==> src/rtl/exe_wb_arbiter_if.sv <==
// exe_wb_arbiter_if: bundle between the functional units/writeback stage and the writeback arbiter.
// Signal suffixes are relative to the arbiter, which takes the slave modport.
interface exe_wb_arbiter_if #(
    parameter int NUM_UNITS  = 4,
    parameter int DATA_W     = 64,
    parameter int RD_W       = 5,
    parameter int FIFO_DEPTH = 2
);
    localparam int UID_W = $clog2(NUM_UNITS);
    localparam int CNT_W = $clog2(NUM_UNITS * FIFO_DEPTH + 2);

    logic                        kill_i;
    logic [NUM_UNITS-1:0]        unit_valid_i;
    logic [NUM_UNITS*RD_W-1:0]   unit_rd_i;
    logic [NUM_UNITS*DATA_W-1:0] unit_data_i;
    logic [NUM_UNITS-1:0]        unit_ready_o;
    logic                        wb_valid_o;
    logic [RD_W-1:0]             wb_rd_o;
    logic [DATA_W-1:0]           wb_data_o;
    logic [UID_W-1:0]            wb_unit_o;
    logic                        wb_ready_i;
    logic                        stall_o;
    logic [CNT_W-1:0]            pending_o;

    modport master (
        output kill_i, unit_valid_i, unit_rd_i, unit_data_i, wb_ready_i,
        input  unit_ready_o, wb_valid_o, wb_rd_o, wb_data_o, wb_unit_o, stall_o, pending_o
    );

    modport slave (
        input  kill_i, unit_valid_i, unit_rd_i, unit_data_i, wb_ready_i,
        output unit_ready_o, wb_valid_o, wb_rd_o, wb_data_o, wb_unit_o, stall_o, pending_o
    );
endinterface

==> src/rtl/exe_wb_arbiter.sv <==
// exe_wb_arbiter: per-unit completion FIFOs drained round-robin into one registered writeback port.
// Kill flushes all buffered results; reset additionally clears the round-robin pointer.
module exe_wb_arbiter #(
    parameter int NUM_UNITS  = 4,
    parameter int DATA_W     = 64,
    parameter int RD_W       = 5,
    parameter int FIFO_DEPTH = 2
) (
    input logic clk_i,
    input logic rst_i,
    exe_wb_arbiter_if.slave bus
);
    localparam int UID_W = $clog2(NUM_UNITS);
    localparam int CNT_W = $clog2(NUM_UNITS * FIFO_DEPTH + 2);
    localparam int PTR_W = $clog2(FIFO_DEPTH);
    localparam int OCC_W = $clog2(FIFO_DEPTH + 1);
    localparam int ENT_W = RD_W + DATA_W;

    logic [ENT_W-1:0]     mem_q    [NUM_UNITS][FIFO_DEPTH];
    logic [PTR_W-1:0]     wr_ptr_q [NUM_UNITS];
    logic [PTR_W-1:0]     rd_ptr_q [NUM_UNITS];
    logic [OCC_W-1:0]     cnt_q    [NUM_UNITS];
    logic [NUM_UNITS-1:0] ready;
    logic [NUM_UNITS-1:0] push;
    logic [NUM_UNITS-1:0] pop;
    logic [NUM_UNITS-1:0] nonempty;
    logic                 wb_valid_q;
    logic [RD_W-1:0]      wb_rd_q;
    logic [DATA_W-1:0]    wb_data_q;
    logic [UID_W-1:0]     wb_unit_q;
    logic [UID_W-1:0]     rr_ptr_q;
    logic [UID_W-1:0]     rr_ptr_d;
    logic [UID_W-1:0]     grant;
    logic [UID_W-1:0]     cand;
    logic                 grant_vld;
    logic                 load_en;
    logic [ENT_W-1:0]     head;
    logic [CNT_W-1:0]     pending;

    // Ready looks only at the registered count, so a full FIFO refuses a push even while being popped.
    always_comb begin
        ready    = '0;
        nonempty = '0;
        push     = '0;
        for (int k = 0; k < NUM_UNITS; k++) begin
            ready[k]    = cnt_q[k] < OCC_W'(FIFO_DEPTH);
            nonempty[k] = cnt_q[k] != '0;
            push[k]     = bus.unit_valid_i[k] & ready[k];
        end
    end

    assign load_en = ~wb_valid_q | bus.wb_ready_i;

    always_comb begin
        grant_vld = 1'b0;
        grant     = '0;
        cand      = '0;
        for (int i = 0; i < NUM_UNITS; i++) begin
            cand = UID_W'((int'(rr_ptr_q) + i) % NUM_UNITS);
            if (!grant_vld && nonempty[cand]) begin
                grant_vld = 1'b1;
                grant     = cand;
            end
        end
        rr_ptr_d = (int'(grant) == NUM_UNITS - 1) ? '0 : grant + UID_W'(1);
        head     = mem_q[grant][rd_ptr_q[grant]];
    end

    always_comb begin
        pop = '0;
        for (int k = 0; k < NUM_UNITS; k++)
            pop[k] = load_en & grant_vld & (grant == UID_W'(k));
    end

    always_comb begin
        pending = CNT_W'(wb_valid_q);
        for (int k = 0; k < NUM_UNITS; k++)
            pending = pending + CNT_W'(cnt_q[k]);
    end

    always_ff @(posedge clk_i) begin
        for (int k = 0; k < NUM_UNITS; k++)
            if (push[k])
                mem_q[k][wr_ptr_q[k]] <= {bus.unit_rd_i[k*RD_W +: RD_W], bus.unit_data_i[k*DATA_W +: DATA_W]};
    end

    always_ff @(posedge clk_i) begin
        if (rst_i) begin
            for (int k = 0; k < NUM_UNITS; k++) begin
                wr_ptr_q[k] <= '0;
                rd_ptr_q[k] <= '0;
                cnt_q[k]    <= '0;
            end
            wb_valid_q <= 1'b0;
            wb_rd_q    <= '0;
            wb_data_q  <= '0;
            wb_unit_q  <= '0;
            rr_ptr_q   <= '0;
        end else if (bus.kill_i) begin
            for (int k = 0; k < NUM_UNITS; k++) begin
                wr_ptr_q[k] <= '0;
                rd_ptr_q[k] <= '0;
                cnt_q[k]    <= '0;
            end
            wb_valid_q <= 1'b0;
        end else begin
            for (int k = 0; k < NUM_UNITS; k++) begin
                if (push[k])
                    wr_ptr_q[k] <= wr_ptr_q[k] + PTR_W'(1);
                if (pop[k])
                    rd_ptr_q[k] <= rd_ptr_q[k] + PTR_W'(1);
                cnt_q[k] <= cnt_q[k] + OCC_W'(push[k]) - OCC_W'(pop[k]);
            end
            if (load_en) begin
                wb_valid_q <= grant_vld;
                if (grant_vld) begin
                    wb_rd_q   <= head[ENT_W-1 -: RD_W];
                    wb_data_q <= head[DATA_W-1:0];
                    wb_unit_q <= grant;
                    rr_ptr_q  <= rr_ptr_d;
                end
            end
        end
    end

    assign bus.unit_ready_o = ready;
    assign bus.stall_o      = ~&ready;
    assign bus.pending_o    = pending;
    assign bus.wb_valid_o   = wb_valid_q;
    assign bus.wb_rd_o      = wb_rd_q;
    assign bus.wb_data_o    = wb_data_q;
    assign bus.wb_unit_o    = wb_unit_q;
endmodule

==> src/flat_wrapper.sv <==
// flat-port wrapper written by rule: the top's interface ports become plain ports
module exe_wb_arbiter_flat 
#(
    parameter int NUM_UNITS  = 4,
    parameter int DATA_W     = 64,
    parameter int RD_W       = 5,
    parameter int FIFO_DEPTH = 2
)
  (clk_i, rst_i, bus_kill_i, bus_unit_valid_i, bus_unit_rd_i, bus_unit_data_i, bus_wb_ready_i, bus_unit_ready_o, bus_wb_valid_o, bus_wb_rd_o, bus_wb_data_o, bus_wb_unit_o, bus_stall_o, bus_pending_o);
  exe_wb_arbiter_if #(.NUM_UNITS(NUM_UNITS), .DATA_W(DATA_W), .RD_W(RD_W), .FIFO_DEPTH(FIFO_DEPTH)) bus_i ();
  input logic clk_i;
  input logic rst_i;
  input wire logic [$bits(bus_i.kill_i)-1:0] bus_kill_i;
  input wire logic [$bits(bus_i.unit_valid_i)-1:0] bus_unit_valid_i;
  input wire logic [$bits(bus_i.unit_rd_i)-1:0] bus_unit_rd_i;
  input wire logic [$bits(bus_i.unit_data_i)-1:0] bus_unit_data_i;
  input wire logic [$bits(bus_i.wb_ready_i)-1:0] bus_wb_ready_i;
  output wire logic [$bits(bus_i.unit_ready_o)-1:0] bus_unit_ready_o;
  output wire logic [$bits(bus_i.wb_valid_o)-1:0] bus_wb_valid_o;
  output wire logic [$bits(bus_i.wb_rd_o)-1:0] bus_wb_rd_o;
  output wire logic [$bits(bus_i.wb_data_o)-1:0] bus_wb_data_o;
  output wire logic [$bits(bus_i.wb_unit_o)-1:0] bus_wb_unit_o;
  output wire logic [$bits(bus_i.stall_o)-1:0] bus_stall_o;
  output wire logic [$bits(bus_i.pending_o)-1:0] bus_pending_o;
  assign bus_i.kill_i = bus_kill_i;
  assign bus_i.unit_valid_i = bus_unit_valid_i;
  assign bus_i.unit_rd_i = bus_unit_rd_i;
  assign bus_i.unit_data_i = bus_unit_data_i;
  assign bus_i.wb_ready_i = bus_wb_ready_i;
  assign bus_unit_ready_o = bus_i.unit_ready_o;
  assign bus_wb_valid_o = bus_i.wb_valid_o;
  assign bus_wb_rd_o = bus_i.wb_rd_o;
  assign bus_wb_data_o = bus_i.wb_data_o;
  assign bus_wb_unit_o = bus_i.wb_unit_o;
  assign bus_stall_o = bus_i.stall_o;
  assign bus_pending_o = bus_i.pending_o;
  exe_wb_arbiter #(.NUM_UNITS(NUM_UNITS), .DATA_W(DATA_W), .RD_W(RD_W), .FIFO_DEPTH(FIFO_DEPTH)) u_core (.clk_i(clk_i), .rst_i(rst_i), .bus(bus_i));
endmodule
==> config.mk <==
export PLATFORM = sky130hd
export DESIGN_NAME = exe_wb_arbiter_flat
export DESIGN_NICKNAME = d
export VERILOG_FILES = /design/src/rtl/exe_wb_arbiter_if.sv /design/src/rtl/exe_wb_arbiter.sv /design/src/flat_wrapper.sv
export SDC_FILE = /design/constraint.sdc
export NUM_CORES = 1
export LEC_CHECK = 0
export ABC_AREA = 1
export BUFFER_PORTS_ARGS = -buffer_cell sky130_fd_sc_hd__buf_2
export CORE_UTILIZATION = 35
export DETAILED_ROUTE_END_ITERATION = 12
export PLACE_DENSITY = 0.51
export REMOVE_ABC_BUFFERS = 1
export SYNTH_ARGS = -nofsm -noshare
export SYNTH_HDL_FRONTEND = slang
export SYNTH_SLANG_ARGS = --single-unit
==> constraint.sdc <==
create_clock -name clk_i -period 5.5 [get_ports clk_i]
set_clock_uncertainty 0.15 [all_clocks]
set_input_delay 0.55 -clock clk_i [delete_from_list [all_inputs] [get_ports clk_i]]
set_output_delay 0.55 -clock clk_i [all_outputs]
set_load 0.02 [all_outputs]
==> results.toml <==
[worst_setup_path]
critPathBufInv = 4
rr_startpoint = "u_core.rr_ptr_q[0]$_SDFFE_PP0P_"
startpoint = "u_core.rr_ptr_q[0]$_SDFFE_PP0P_"
endpoint_kind = "register"
slowest_stage = "buf_4"
cp.arrival_ps = 4490
required_ps = 5850
critical-path-max-stage-delay_ps = 640
path_cells = "inv_4 -> nand2_1 -> nand3_1 -> nand2_1 -> nand2_1 -> nand2_1 -> nand2_8 -> nand3_4 -> buf_4 -> buf_4 -> nand2_1 -> nand3_1 -> nand2_1 -> nand2_1 -> nand3_1 -> nand2_1 -> inv_1"
critical_path_class = "register to register"
startpoint_type = "register"
critical_path_cell_count = 17
path_max_fanout = 78
worst_r2r_path_depth = 17
crit_path_frequent_cell = "nand2_1"
critPathTopFamily = "simple AND/OR/NAND/NOR gates"

[clock_tree]
postCtsResizedCells = 0
cts_made_buffers = 75
clock-sinks = 642
ctsHtreeMaxLevel = 3
tritoncts = "done"
root_buffer = "clkbuf_16"
ctsHoldBuffers = 272
insertion_delay_ps = 610
path_clk_slew_ps = 60
ctsLongestPathBuffers = 3
cts_setup_buffers = 0

[timing]
setup_viol_count_final = 0
rsz0062_at_grt = "false"
worst_pin_slew_ps = 1267
slew_headroom_pct = 15.55
fmax_ghz = 0.2415
slew_viol_final = 0
hold_viol = 0
final.period_utilization_pct = 75.27
worst_slack_ps = 1360
period_minus_slack_ps = 4140

[place]
place_hpwl_um = 49130
dp.cells = 4311
port_buffers = 364
placed_cell_area_um2 = 31900
place_congestion = 0.7920
dp_worst_setup_slack_ps = 1387

[pwr]
peakVddDrop_v = 0.0007611
p_total_mw = 22.61
p_per_area_nw_per_um2 = 611.5
leakage_nw = 17.17

[detailed_routing]
ant_nets = 0
highest_layer = "met5"
met1_length_um = 40130
vias_per_cell = 4.772
wl_met3_um = 4556
dr_wl_met2_um = 42030
wl_per_cell_um = 18.87
dr_total_vias = 22550
totalWireLength_um = 89190
dr.pass1.iters = 5
drtIter0Drc = 1258
drc = 0

[floorplan]
die_y_um = 290.1
dieArea_um2 = 84130
die_w_um = 290.1
core-area_um2 = 82110
rows = 105
initial_core_util_pct = 35.37
io-pin-count = 365

[final_layout]
drive_above_1_share_pct = 14.51
syn2layout_area_growth_pct = 27.35
fin_util_pct = 45.04
nets = 3895
design_area_um2 = 36980
layout.cells.non_filler = 4726

[run_status]
outcome = "completed"

[grt]
grt_first_pass_wirelength_um = 135300
antenna_found_initial = 8
gr-total-overflow = 0
grt_usage_pct = 21.18
grt_max_degree = 203
grt_pass1_vias = 22140

[synthesis]
syn_inst = 3029
yosysSeqAreaShare_pct = 63.69
ys_warn_count = 0
synth.distinct_cells = 28
syn_area_um2 = 29040
yosys_register_bits = 642
async_flop_share_pct = 0
synth-edff-count = 564
synthFlopType = "edfxtp_1"
synth.avg_cell_area_um2 = 9.588

[worst_hold_path]
min_path_type = "input pin to register"
worstHoldPathCells = 1
min-delay-start = "bus_unit_data_i[114]"

[run]
max_cap_viol_count = 0
[worst reg2reg max path, cell delays in order, from the launching register on]
cell	delay [ps]
dfxtp_1	530
inv_4	130
nand2_1	140
nand3_1	80
nand2_1	150
nand2_1	130
nand2_1	170
nand2_8	320
nand3_4	470
buf_4	500
buf_4	670
nand2_1	160
nand3_1	100
nand2_1	60
nand2_1	60
nand3_1	80
nand2_1	90
inv_1	40
[cell type report]
type                       instances  area (µm²)
clock buffer                     104        2077
antenna                            4       10.01
sequential                       642       18500
fill                            7970       45130
tap                             1070        1339
inverter                         669        2515
timing repair buffer             668        4912
clock inverter                    35       279.0
multi-input combinational       1534        7355
[stage by stage]
stage	hold WS, ps	setup TNS, ps
final	56.05	0
after global routing	39.90	0
after CTS	13.41	0
after detailed placement	325.5	0
after global placement	316.8	0
after floorplan	302.2	-384570
[power by group]
| part | switching, mW | total [mW] | internal, mW |
|---|---|---|---|
| sequential | 0.242 | 6.20 | 5.96 |
| combinational | 8.18 | 11.6 | 3.44 |
| clock | 2.00 | 4.79 | 2.79 |
[Yosys cell counts, drive strengths merged (8+ instances only)]
cell type	instances	area share [%]
nand2	674	8.7
inv	669	8.7
edfxtp	564	58
nand3	358	6.2
nand4	279	6.0
nor2	163	2.1
buf	97	1.6
clkbuf	92	1.2
dfxtp	78	5.4
ha	17	0.73
a21oi	11	0.22
nor3	8	0.16
[cell usage in the layout (no fill, tap or decap), drive strengths merged]
cell	synthesis	layout
bufinv	0	3
dlygate4sd3	0	272
a31oi	1	1
clkinv	0	27
xnor2	5	5
or2	5	5
nand4	279	279
nand3	358	358
fa	4	4
dfxtp	78	78
buf	97	396
nand2	674	674
conb	1	6
clkinvlp	0	2
clkbuf	92	104
nor3	8	8
ha	17	17
inv	669	672
nor2	163	163
a21oi	11	11
edfxtp	564	564
diode	0	4
o21ai	3	3
[cells by family after synthesis]
logic type                 count (synthesis)  synth area share [%]
DFF                                      642                 63.69
buffers and inverters                    858                 11.48
xor gates and xnor gates                   5                0.1508
other                                      1               0.01291
adders and majority gates                 21                 1.008
AOI/OAI and AO/OA                         15                0.2887
and+or+nand+nor                         1487                 23.36
[path summary, 6_finish.rpt]
kind | to | slack (ps)
worst min-delay path | u_core.mem_q[1][119]$_DFFE_PP_ | 60
worst max register to register | u_core.bus.wb_data_o[27]$_SDFFE_PP0P_ | 1360
worst max-delay path | u_core.bus.wb_data_o[27]$_SDFFE_PP0P_ | 1360
worst min register to register | u_core.rd_ptr_q[2]$_SDFFE_PP0P_ | 330
[flip-flops by register name, summed over array words and instances, names as in the netlist]
signal / count
u_core.rr_ptr_q: 2
u_core.bus.wb_valid_o: 1
u_core.cnt_q: 8
u_core.bus.wb_data_o: 64
u_core.bus.wb_rd_o: 5
u_core.mem_q: 552
u_core.bus.wb_unit_o: 2
u_core.rd_ptr_q: 4
u_core.wr_ptr_q: 4
[routing by layer]
layer	track usage [%]	up-vias
met1	28.44	10770
met3	3.339	150
met5	0	-
met2	35.02	633
met4	6.798	6
li1	-	10990
Note: power is estimated with default switching activity, not from simulation.
